### config.mk
export PLATFORM = sky130hd
export DESIGN_NAME = hyperram_avmm_arbiter
export DESIGN_NICKNAME = d
export VERILOG_FILES = /design/src/rtl/hyperram_avmm_arbiter.sv
export SDC_FILE = /design/constraint.sdc
export NUM_CORES = 1
export LEC_CHECK = 0
export CORE_AREA = 2 2 121 123
export CTS_CLUSTER_DIAMETER = 30
export CTS_CLUSTER_SIZE = 25
export DETAILED_ROUTE_END_ITERATION = 6
export DIE_AREA = 0 0 123 125
export GPL_TIMING_DRIVEN = 0
export HOLD_SLACK_MARGIN = 0.05
export PLACE_DENSITY = 0.6
export SYNTH_ARGS = -nofsm -noshare
export SYNTH_HDL_FRONTEND = slang
export SYNTH_SLANG_ARGS = --single-unit
### constraint.sdc
create_clock -name clk -period 1.52 [get_ports clk]
set_clock_uncertainty 0.05 [all_clocks]
set_input_delay 0.152 -clock clk [delete_from_list [all_inputs] [get_ports clk]]
set_output_delay 0.152 -clock clk [all_outputs]
set_load 0.02 [all_outputs]
### src/rtl/hyperram_avmm_arbiter.sv
// Round-robin arbiter joining two Avalon-MM masters onto the single HyperRAM port.
// One transaction is in flight at a time; a read ends with real data or a timeout response.
module hyperram_avmm_arbiter #(
    parameter int                ADDR_W      = 32,
    parameter int                DATA_W      = 32,
    parameter int                TIMEOUT_CYC = 1024,
    parameter logic [DATA_W-1:0] ERR_DATA    = 32'hDEAD_BEEF
) (
    input  logic              clk,
    input  logic              rst,
    input  logic [ADDR_W-1:0] m0_address,
    input  logic              m0_read,
    input  logic              m0_write,
    input  logic [DATA_W-1:0] m0_writedata,
    output logic [DATA_W-1:0] m0_readdata,
    output logic              m0_waitrequest,
    output logic              m0_readdatavalid,
    input  logic [ADDR_W-1:0] m1_address,
    input  logic              m1_read,
    input  logic              m1_write,
    input  logic [DATA_W-1:0] m1_writedata,
    output logic [DATA_W-1:0] m1_readdata,
    output logic              m1_waitrequest,
    output logic              m1_readdatavalid,
    output logic [ADDR_W-1:0] s_address,
    output logic              s_read,
    output logic              s_write,
    output logic [DATA_W-1:0] s_writedata,
    input  logic [DATA_W-1:0] s_readdata,
    input  logic              s_waitrequest,
    input  logic              s_readdatavalid,
    input  logic              err_clear,
    output logic              err_timeout,
    output logic              err_stray,
    output logic              grant,
    output logic [1:0]        state_dbg_o
);

    // Valid/ready: a command transfers in a cycle where s_read|s_write is high
    // and s_waitrequest is low; mN_waitrequest mirrors that for the granted master.
    localparam int CNT_W = (TIMEOUT_CYC > 2) ? $clog2(TIMEOUT_CYC) : 1;
    localparam logic [CNT_W-1:0] CNT_LAST = CNT_W'(TIMEOUT_CYC - 2);

    typedef enum logic [1:0] {
        ST_IDLE    = 2'd0,
        ST_CMD     = 2'd1,
        ST_RD_WAIT = 2'd2,
        ST_TO_RESP = 2'd3
    } state_e;

    state_e           state_q, state_d;
    logic             grant_q, grant_d;
    logic [CNT_W-1:0] cnt_q, cnt_d;
    logic             err_timeout_q, err_timeout_d;
    logic             err_stray_q, err_stray_d;

    logic             req0, req1;
    logic             g_rd, g_wr;
    logic             rd_acc;
    logic             stray;
    logic             rsp_valid;
    logic [DATA_W-1:0] rsp_data;

    assign req0   = m0_read | m0_write;
    assign req1   = m1_read | m1_write;
    assign g_rd   = grant_q ? m1_read  : m0_read;
    assign g_wr   = grant_q ? m1_write : m0_write;
    // Write takes priority when a master raises both commands at once.
    assign rd_acc = (state_q == ST_CMD) && g_rd && !g_wr && !s_waitrequest;
    assign stray  = s_readdatavalid && !(rd_acc || (state_q == ST_RD_WAIT));

    assign grant       = grant_q;
    assign err_timeout = err_timeout_q;
    assign err_stray   = err_stray_q;
    assign state_dbg_o = state_q;

    always_ff @(posedge clk or posedge rst) begin
        if (rst) begin
            state_q       <= ST_IDLE;
            grant_q       <= 1'b1;
            cnt_q         <= '0;
            err_timeout_q <= 1'b0;
            err_stray_q   <= 1'b0;
        end else begin
            state_q       <= state_d;
            grant_q       <= grant_d;
            cnt_q         <= cnt_d;
            err_timeout_q <= err_timeout_d;
            err_stray_q   <= err_stray_d;
        end
    end

    always_comb begin
        state_d = state_q;
        grant_d = grant_q;
        cnt_d   = cnt_q;
        unique case (state_q)
            ST_IDLE: begin
                if (req0 || req1) begin
                    state_d = ST_CMD;
                    grant_d = (req0 && req1) ? ~grant_q : req1;
                end
            end
            ST_CMD: begin
                if (!g_rd && !g_wr) begin
                    state_d = ST_IDLE;
                end else if (!s_waitrequest) begin
                    if (g_wr || s_readdatavalid) begin
                        state_d = ST_IDLE;
                    end else begin
                        state_d = ST_RD_WAIT;
                        cnt_d   = '0;
                    end
                end
            end
            ST_RD_WAIT: begin
                cnt_d = cnt_q + CNT_W'(1);
                // Data arriving on the final count still beats the timeout.
                if (s_readdatavalid) begin
                    state_d = ST_IDLE;
                end else if (cnt_q == CNT_LAST) begin
                    state_d = ST_TO_RESP;
                end
            end
            ST_TO_RESP: state_d = ST_IDLE;
            default:    state_d = ST_IDLE;
        endcase
        err_timeout_d = (err_timeout_q && !err_clear) || (state_q == ST_TO_RESP);
        err_stray_d   = (err_stray_q && !err_clear) || stray;
    end

    always_comb begin
        s_address        = grant_q ? m1_address   : m0_address;
        s_writedata      = grant_q ? m1_writedata : m0_writedata;
        s_read           = 1'b0;
        s_write          = 1'b0;
        m0_waitrequest   = 1'b1;
        m1_waitrequest   = 1'b1;
        if (state_q == ST_CMD) begin
            s_write = g_wr;
            s_read  = g_rd && !g_wr;
            if (!s_waitrequest) begin
                m0_waitrequest = grant_q;
                m1_waitrequest = !grant_q;
            end
        end
        rsp_valid = (rd_acc && s_readdatavalid)
                  || ((state_q == ST_RD_WAIT) && s_readdatavalid)
                  || (state_q == ST_TO_RESP);
        rsp_data  = (state_q == ST_TO_RESP) ? ERR_DATA : s_readdata;
        m0_readdatavalid = rsp_valid && !grant_q;
        m1_readdatavalid = rsp_valid && grant_q;
        m0_readdata      = m0_readdatavalid ? rsp_data : '0;
        m1_readdata      = m1_readdatavalid ? rsp_data : '0;
    end

endmodule

Yosys cells after proc, flatten, opt, wreduce, memory -nomap -nowiden
Index checks and enable logic that the tools add are counted.
Storage, ports and cells
  bits in registers: 15
  bits in latches: 0
  RAM bits: 0
  ROM bits: 0
  input bits: 169
  output and inout bits: 139
  word-level logic and storage cells: 75
  memories kept: 0
Operators by class
  add/subtract/negate cells: 1
  multipliers: 0
  divide/modulo/power cells: 0
  order comparisons: 0
  eq/ne operators: 10
  shift-type cells: 0
  muxes and demuxes: 25
  bitwise logic cells: 3
  reductions and logical operators: 31
Operators by type and width (number)
  $mux 32: 5
  $mux 10: 3
  $pmux 10 s2: 1
  $logic_and 1x1->1: 13
  $mux 2: 6
  $add 10x1->10 const B: 1
  $eq 10x10->1 const B: 1
  $mux 1: 9
  $ne 2x2->1 const B: 4
  $pmux 2 s4: 1
  $logic_or 1x1->1: 7
  $logic_not 1->1: 6
  $ne 3x2->1 const B: 2
  $eq 2x2->1 const B: 2
  $reduce_and 4->1: 1
  $reduce_and 3->1: 1
  $eq 2x1->1 const B: 1
  $logic_not 2->1: 1
  $or 1x1->1: 2
  $reduce_and 2->1: 1
  $reduce_bool 2->1: 1
  $not 1->1: 1

Logic depth before layout (Yosys ltp)
Gate-level depths: netlist of the first run.
  word-level depth: 9
  depth in mapped cells: 6
  mapped depth without buffers: 6

Worst setup path before layout of the first run
No wires, ideal clock.
  kind: register to output
  from: register state_q[1] (netlist: state_dbg_o[1])
  to: output m0_readdata[22]
  data arrival time: 1487 ps
  required time: 1318 ps
  path slack: -169 ps
  cell stages (with the launch flop): 6
  buffers on the path: 2
  cell sequence: dfrtp_1 -> buf_2 -> o21ai_0 -> a21o_1 -> buf_6 -> nor2_1
Between the ends
  longest elaborated chain between the ends: 9
  elaborated cells on any way between the ends: 13
  those cells by class: eq/ne: 3; mux: 2; reduce/logical: 8
Ends and longest elaborated chain
  start: declaration: line 51  | state_e state_q, state_d;
  start signal: assignment: line 85  | state_q <= state_d;
  $eq 2x1->1: line 69  | assign rd_acc = (state_q == ST_CMD) && g_rd && !g_wr && !s_waitrequest;
  $logic_and 1x1->1 (3 in series): line 69
  $logic_and 1x1->1: line 147  | rsp_valid = (rd_acc && s_readdatavalid)
  $logic_or 1x1->1: line 148  | || ((state_q == ST_RD_WAIT) && s_readdatavalid)
  $logic_or 1x1->1: line 149  | || (state_q == ST_TO_RESP);
  $logic_and 1x1->1: line 151  | m0_readdatavalid = rsp_valid && !grant_q;
  $mux 32 (*): line 153  | m0_readdata = m0_readdatavalid ? rsp_data : '0;
  end: declaration: line 15  | output logic [DATA_W-1:0] m0_readdata,
Mark *: on every way between the ends. The rest lies on a longest branch, timed or not.

Worst setup path after layout of the first run
  from: register grant_q (netlist: grant)
  to: output m1_readdata[19]
Between the ends
  longest elaborated chain between the ends: 9
  elaborated cells on any way between the ends: 11
  those cells by class: mux: 3; reduce/logical: 8
Ends and longest elaborated chain
  start: declaration: line 52  | logic grant_q, grant_d;
  start signal: assignment: line 86  | grant_q <= grant_d;
  $mux 1 (on tied branches): line 66, 67
  $logic_and 1x1->1 or $logic_not 1->1 (tied branches): line 69
  $logic_and 1x1->1 (2 in series): line 69
  $logic_and 1x1->1: line 147
  $logic_or 1x1->1: line 148
  $logic_or 1x1->1: line 149
  $logic_and 1x1->1 (*): line 152  | m1_readdatavalid = rsp_valid && grant_q;
  $mux 32 (*): line 154  | m1_readdata = m1_readdatavalid ? rsp_data : '0;
  end: declaration: line 22  | output logic [DATA_W-1:0] m1_readdata,
Marked as above.

==> run metrics, run 1 <==
Vias/cell 4.29; critical path class reg2out; Clk pin slew, worst setup/hold paths 0.05 ns; Final #Nets 794; RD Place Congestion 0.827; Post-Synthesis Cells 276; CP Max Fanout 10; final worst slack -0.457 ns; clock period minus worst slack 1.98 ns; Chip Width 123 microns; DIE HEIGHT 125 microns; DRC Markers 0; share of layout cells above drive strength 1 60.6%; DR pass1 iterations 4; violated checks setup timing; largest net degree at the start of global routing 16; crit end category output pin; average wire per standard cell roughly 20 microns; P_leak 2.85 nW; placed cells about 770; CTS tree yes; htree depth 1; FF/Latch Area 379 sq um; Antenna Nets Post-Route 0; worst vdd ir 0.492 mV; GR Overflow Total 0; Area Growth Syn to Fin 229%; I/O Buffers 307; Fmax achieved 0.506 GHz; vias in the first global route 3506; maxcap violations 0; Post-synth top flop dfrtp_1; Layout fillers around 1300; Final Setup Violations 143; DIE AREA 15400 sq um; Worst Reg-to-Reg Cells 9; first-pass GRT wire length 22200 microns; mapped cell area 2070 sq um; Seq cells post-synth 15; # IOs between 300 and 400; multi-input logic area 2320 sq um; Root Buffer clkbuf_16; Setup TNS Final -46.54 ns; synthesized net count around 450; Pwr Density 1040 nW/um^2; register area share after synthesis between 10% and 20%; synth unique cells 39; critical path data arrival time 1.77 ns; fin crit share 130%; initial antenna violation count 3; Cell Rows 44; RSZ-0062 raised after global routing yes; vias 3460; Num CTS Buffers 3; Sink Count 15; critical path data required time 1.32 ns; Syn. warnings 0; FFs w/ async S/R, synth 100%; final hold violations 0; Hold Path Depth 3; worst skew pair latency 0.25 ns; CORE AREA 14200 sq um; Total GRT Usage just under 20%; Hold Slack 0.201 ns; final count of pins violating max slew 0; worst hold path class in2reg; final WL 16100 microns; syn avg cell area 7.51 sq um; status finished with violations; DRT iter0 DRCs 91; Least-Margin Pin Slew just under 0.6 ns; Slew headroom 60.3%; Post-synth EDFFs 0; hold bufs inserted after CTS 0; startpoint types flop; final std cells w/o fill 807; clk buf depth 2; Starting Density between 10% and 20%; DP HPWL 12800 microns
-- critical path, cell delays in order (launching register included) --
cell,delay (ns)
dfstp_2,0.56
buf_12,0.16
o21ai_4,0.07
buf_12,0.13
buf_6,0.13
buf_12,0.13
buf_12,0.12
nor2_4,0.09
buf_6,0.12
-- through the flow --
step	setup WS (ns)	util (%)	area, sq um	total power [mW]
2_1_floorplan	-0.0483	-	2430	3.64
3_3_place_gp	-1.14	40.4	5730	5.97
3_5_place_dp	-1.18	40.4	5730	6.01
4_1_cts	-0.471	45.4	6450	6.90
5_1_grt	-0.490	48.0	6820	7.47
6_report	-0.457	48.0	6820	7.13
-- kinds of logic after synthesis --
kind of cell | share of synthesized area (%)
flops | 18.2
simple gates | 29.8
buf+inv | 6.64
mux | 35.3
xor+xnor | 0.846
compound gates | 8.03
fa+ha+maj | 1.21
-- cell type report --
type | count | area share (%)
Tap cell | 184 | 3.37
Sequential cell | 15 | 5.56
Clock inverter | 1 | 0.110
Inverter | 7 | 0.458
Antenna cell | 1 | 0.0367
Clock buffer | 3 | 1.10
Buffer | 16 | 3.94
Multi-Input combinational cell | 235 | 34.0
Timing Repair Buffer | 345 | 51.4
-- path summary, 6_finish.rpt --
check                           startpoint         endpoint  slack [ns]
worst max-delay path                 grant  m1_readdata[19]       -0.46
worst min-delay path              m1_write            grant        0.20
worst max register to register       grant         cnt_q[3]       -0.22
min in group asynchronous              rst        err_stray        0.21
max in group asynchronous              rst   state_dbg_o[0]        0.78
worst min register to register    cnt_q[7]         cnt_q[7]        0.44
-- layer usage --
| metal | track usage, % | vias to the layer above | routed length (microns) |
|---|---|---|---|
| li1 | - | 1638 | - |
| met1 | 23.3 | 1652 | 6290 |
| met2 | 34.5 | 150 | 8150 |
| met3 | 5.06 | 16 | 1380 |
| met4 | 3.68 | 4 | 211 |
| met5 | 0 | - | 31 |
-- state kept, by name, indices dropped and copies added, names as in the netlist --
| signal | count |
|---|---|
| err_timeout | 1 |
| grant | 1 |
| err_stray | 1 |
| cnt_q | 10 |
| state_dbg_o | 2 |
-- cells in the mapped netlist, types with 2 or more instances --
cell | number | share of area, %
o31ai_1 | 2 | 0.72
o21ai_2 | 2 | 0.85
a21o_1 | 2 | 0.72
inv_1 | 6 | 1.1
mux2_2 | 64 | 35
and3b_1 | 2 | 0.85
nand3_1 | 9 | 2.2
dfrtp_1 | 14 | 17
and3_1 | 3 | 0.91
nor2_1 | 98 | 18
buf_6 | 3 | 1.6
nor4bb_1 | 2 | 0.97
o21ai_0 | 10 | 2.4
xor2_1 | 2 | 0.85
buf_2 | 14 | 3.4
nand2_1 | 14 | 2.5
clkbuf_1 | 2 | 0.36
ha_1 | 2 | 1.2
nand2b_1 | 2 | 0.60
nor2b_1 | 2 | 0.60
a21oi_1 | 2 | 0.48
nand4_1 | 2 | 0.60
-- power breakdown --
group | total, mW | internal (mW) | switching [mW]
clock | 0.541 | 0.355 | 0.186
sequential | 0.761 | 0.577 | 0.184
combinational | 5.83 | 2.96 | 2.87
-- repair_timing --
action / CTS / global route
setup endpoints to repair: 138 / 148
pin swaps: 21 / 24
buffers inserted: 23 / 12
gates cloned: 6 / 1
resized for setup: 709 / 138
-- placed cells by master, fill, tap and decap left out, drive strengths merged, types with 3 or more instances in the layout --
cell,count
clkdlybuf4s50,164
and3,3
buf,156
dlygate4sd2,3
clkdlybuf4s15,33
inv,7
dfrtp,14
mux2,64
nand3,9
nor2,98
clkbuf,7
nand2,14
o21ai,12
No activity file was read; power rests on OpenSTA's default activity.
==> run 2: changes to the inputs <==
--- a/constraint.sdc
+++ b/constraint.sdc
@@ -3,3 +3,3 @@
 set_input_delay 0.152 -clock clk [delete_from_list [all_inputs] [get_ports clk]]
 set_output_delay 0.152 -clock clk [all_outputs]
-set_load 0.02 [all_outputs]
+set_load 0.1 [all_outputs]
==> run metrics, run 2 (synthesis results as in run 1) <==
worst hold path class in2reg; Slew headroom 58.7% (-1.5 points); initial antenna violation count 2 (-1); fin crit share 131% (+0.64 points); RSZ-0062 raised after global routing yes; Vias/cell 4.39 (+2.4%); antenna cells 0 (-1); Final Setup Violations 147 (+2.8%); critical path data required time 1.32 ns (about the same); Num CTS Buffers 3 (unchanged); DR pass1 iterations 5 (+1); violated checks setup timing; CORE AREA 14200 sq um (unchanged); Root Buffer clkbuf_16; Pwr Density 1720 nW/um^2 (+65%); crit end category output pin; critical path data arrival time 1.78 ns (about the same); status finished with violations; final hold violations 0 (unchanged); final worst slack -0.466 ns (-0.00980 ns); vias 3511 (+1.5%); Clk pin slew, worst setup/hold paths 0.05 ns (about the same); Fmax achieved 0.503 GHz (-0.49%); Least-Margin Pin Slew 0.618 ns (+0.0227 ns); startpoint types flop; final WL 16500 microns (+2.9%); fin util 59.6% (+12 points); worst vdd ir 0.714 mV (+45%); final count of pins violating max slew 0 (unchanged); first-pass GRT wire length 21800 microns (-2.0%); Total GRT Usage 18.5% (-0.84 points); clk buf depth 2 (unchanged); Final #Nets 788 (-0.76%); average wire per standard cell 20.7 microns (+3.8%); htree depth 1 (unchanged); DRC Markers 0 (unchanged); Chip Width 123 microns (unchanged); RD Place Congestion 0.772 (-6.7%); Area Growth Syn to Fin 309%; Design Power 14.6 mW (+100%); Antenna Nets Post-Route 0 (unchanged); Layout fillers 1092 (-16%); DIE AREA 15400 sq um (unchanged); CTS tree yes; critical path class reg2out; P_leak 3.56 nW (+25%); share of layout cells above drive strength 1 60.4% (-0.22 points); I/O Buffers 307 (unchanged); Starting Density 14.6% (unchanged); worst skew pair latency 0.25 ns (about the same); placed cells 767 (unchanged); maxcap violations 0 (unchanged); max reg flops 10 (unchanged); Largest Register cnt_q; DIE HEIGHT 125 microns (unchanged); largest net degree at the start of global routing 16 (unchanged); # IOs 308 (unchanged); most common cell after layout, fill and taps aside clkdlybuf4s50_1; Sink Count 15 (unchanged); Cell Rows 44 (unchanged); Hold Slack 0.161 ns (-0.0400 ns); most frequent cells in the layout clkdlybuf4s50_1 (162), buf_12 (136), nor2_4 (81); DP HPWL 11800 microns (-7.8%); DRT iter0 DRCs 106 (+16%); clock period minus worst slack 1.99 ns (+0.00980 ns); Setup TNS Final -56.28 ns (-9.74 ns); final std cells w/o fill 800 (-0.87%); vias in the first global route 3643 (+3.9%); CP Max Fanout 6 (-4); GR Overflow Total 0 (unchanged)
-- run 2: layer usage --
layer | track usage [%] | wire length, microns
met1 | 20.9 | 5740
met2 | 34.1 | 9020
met3 | 4.06 | 1220
met4 | 5.75 | 516
met5 | 0 | 27
-- run 2: critical path, stage by stage (launching register included) --
cell and delay, ns:
dfstp_4 0.66, buf_12 0.16, o21ai_4 0.10, buf_6 0.15
clkbuf_16 0.16, nor2_4 0.12, buf_12 0.18
-- run 2: path summary, 6_finish.rpt --
kind	cells after the start	from	slack, ns	end
max reg2reg	5	grant	-0.18	err_stray
min reg2reg	1	err_timeout	0.43	err_timeout
min	2	s_readdatavalid	0.16	state_dbg_o[1]
max in group asynchronous	2	rst	0.73	state_dbg_o[0]
max	6	grant	-0.47	m1_readdata[13]
min in group asynchronous	2	rst	0.23	err_timeout
-- run 2: repair_timing --
action | in CTS | in global routing
pin swaps | 10 | 19
setup endpoints to repair | 149 | 150
gates resized for setup | 1135 | 165
gates cloned | 5 | 8
setup buffers | 10 | 8
hold buffers | 0 | 0
-- run 2: per-stage QoR --
| stage | setup slack [ns] | area, sq um |
|---|---|---|
| floorplan | -0.469 | 3080 |
| global placement | -1.66 | 6380 |
| detailed placement | -1.63 | 6380 |
| CTS | -0.496 | 7670 |
| global route | -0.500 | 8470 |
| finish | -0.466 | 8470 |
-- run 2: cell type report --
cell class	count	area (sq um)	share of cell area (%)
Multi-Input combinational cell	235	2570	30.3
Timing Repair Buffer	338	4840	57.2
Buffer	17	329	3.88
Inverter	7	35.0	0.414
Clock buffer	3	75.1	0.886
Clock inverter	1	5.00	0.0591
Tap cell	184	230	2.72
Sequential cell	15	388	4.58
-- run 2: where the power goes --
| group | switching [mW] | internal [mW] |
|---|---|---|
| clock network | 0.170 | 0.352 |
| logic | 7.80 | 5.44 |
| registers | 0.205 | 0.594 |
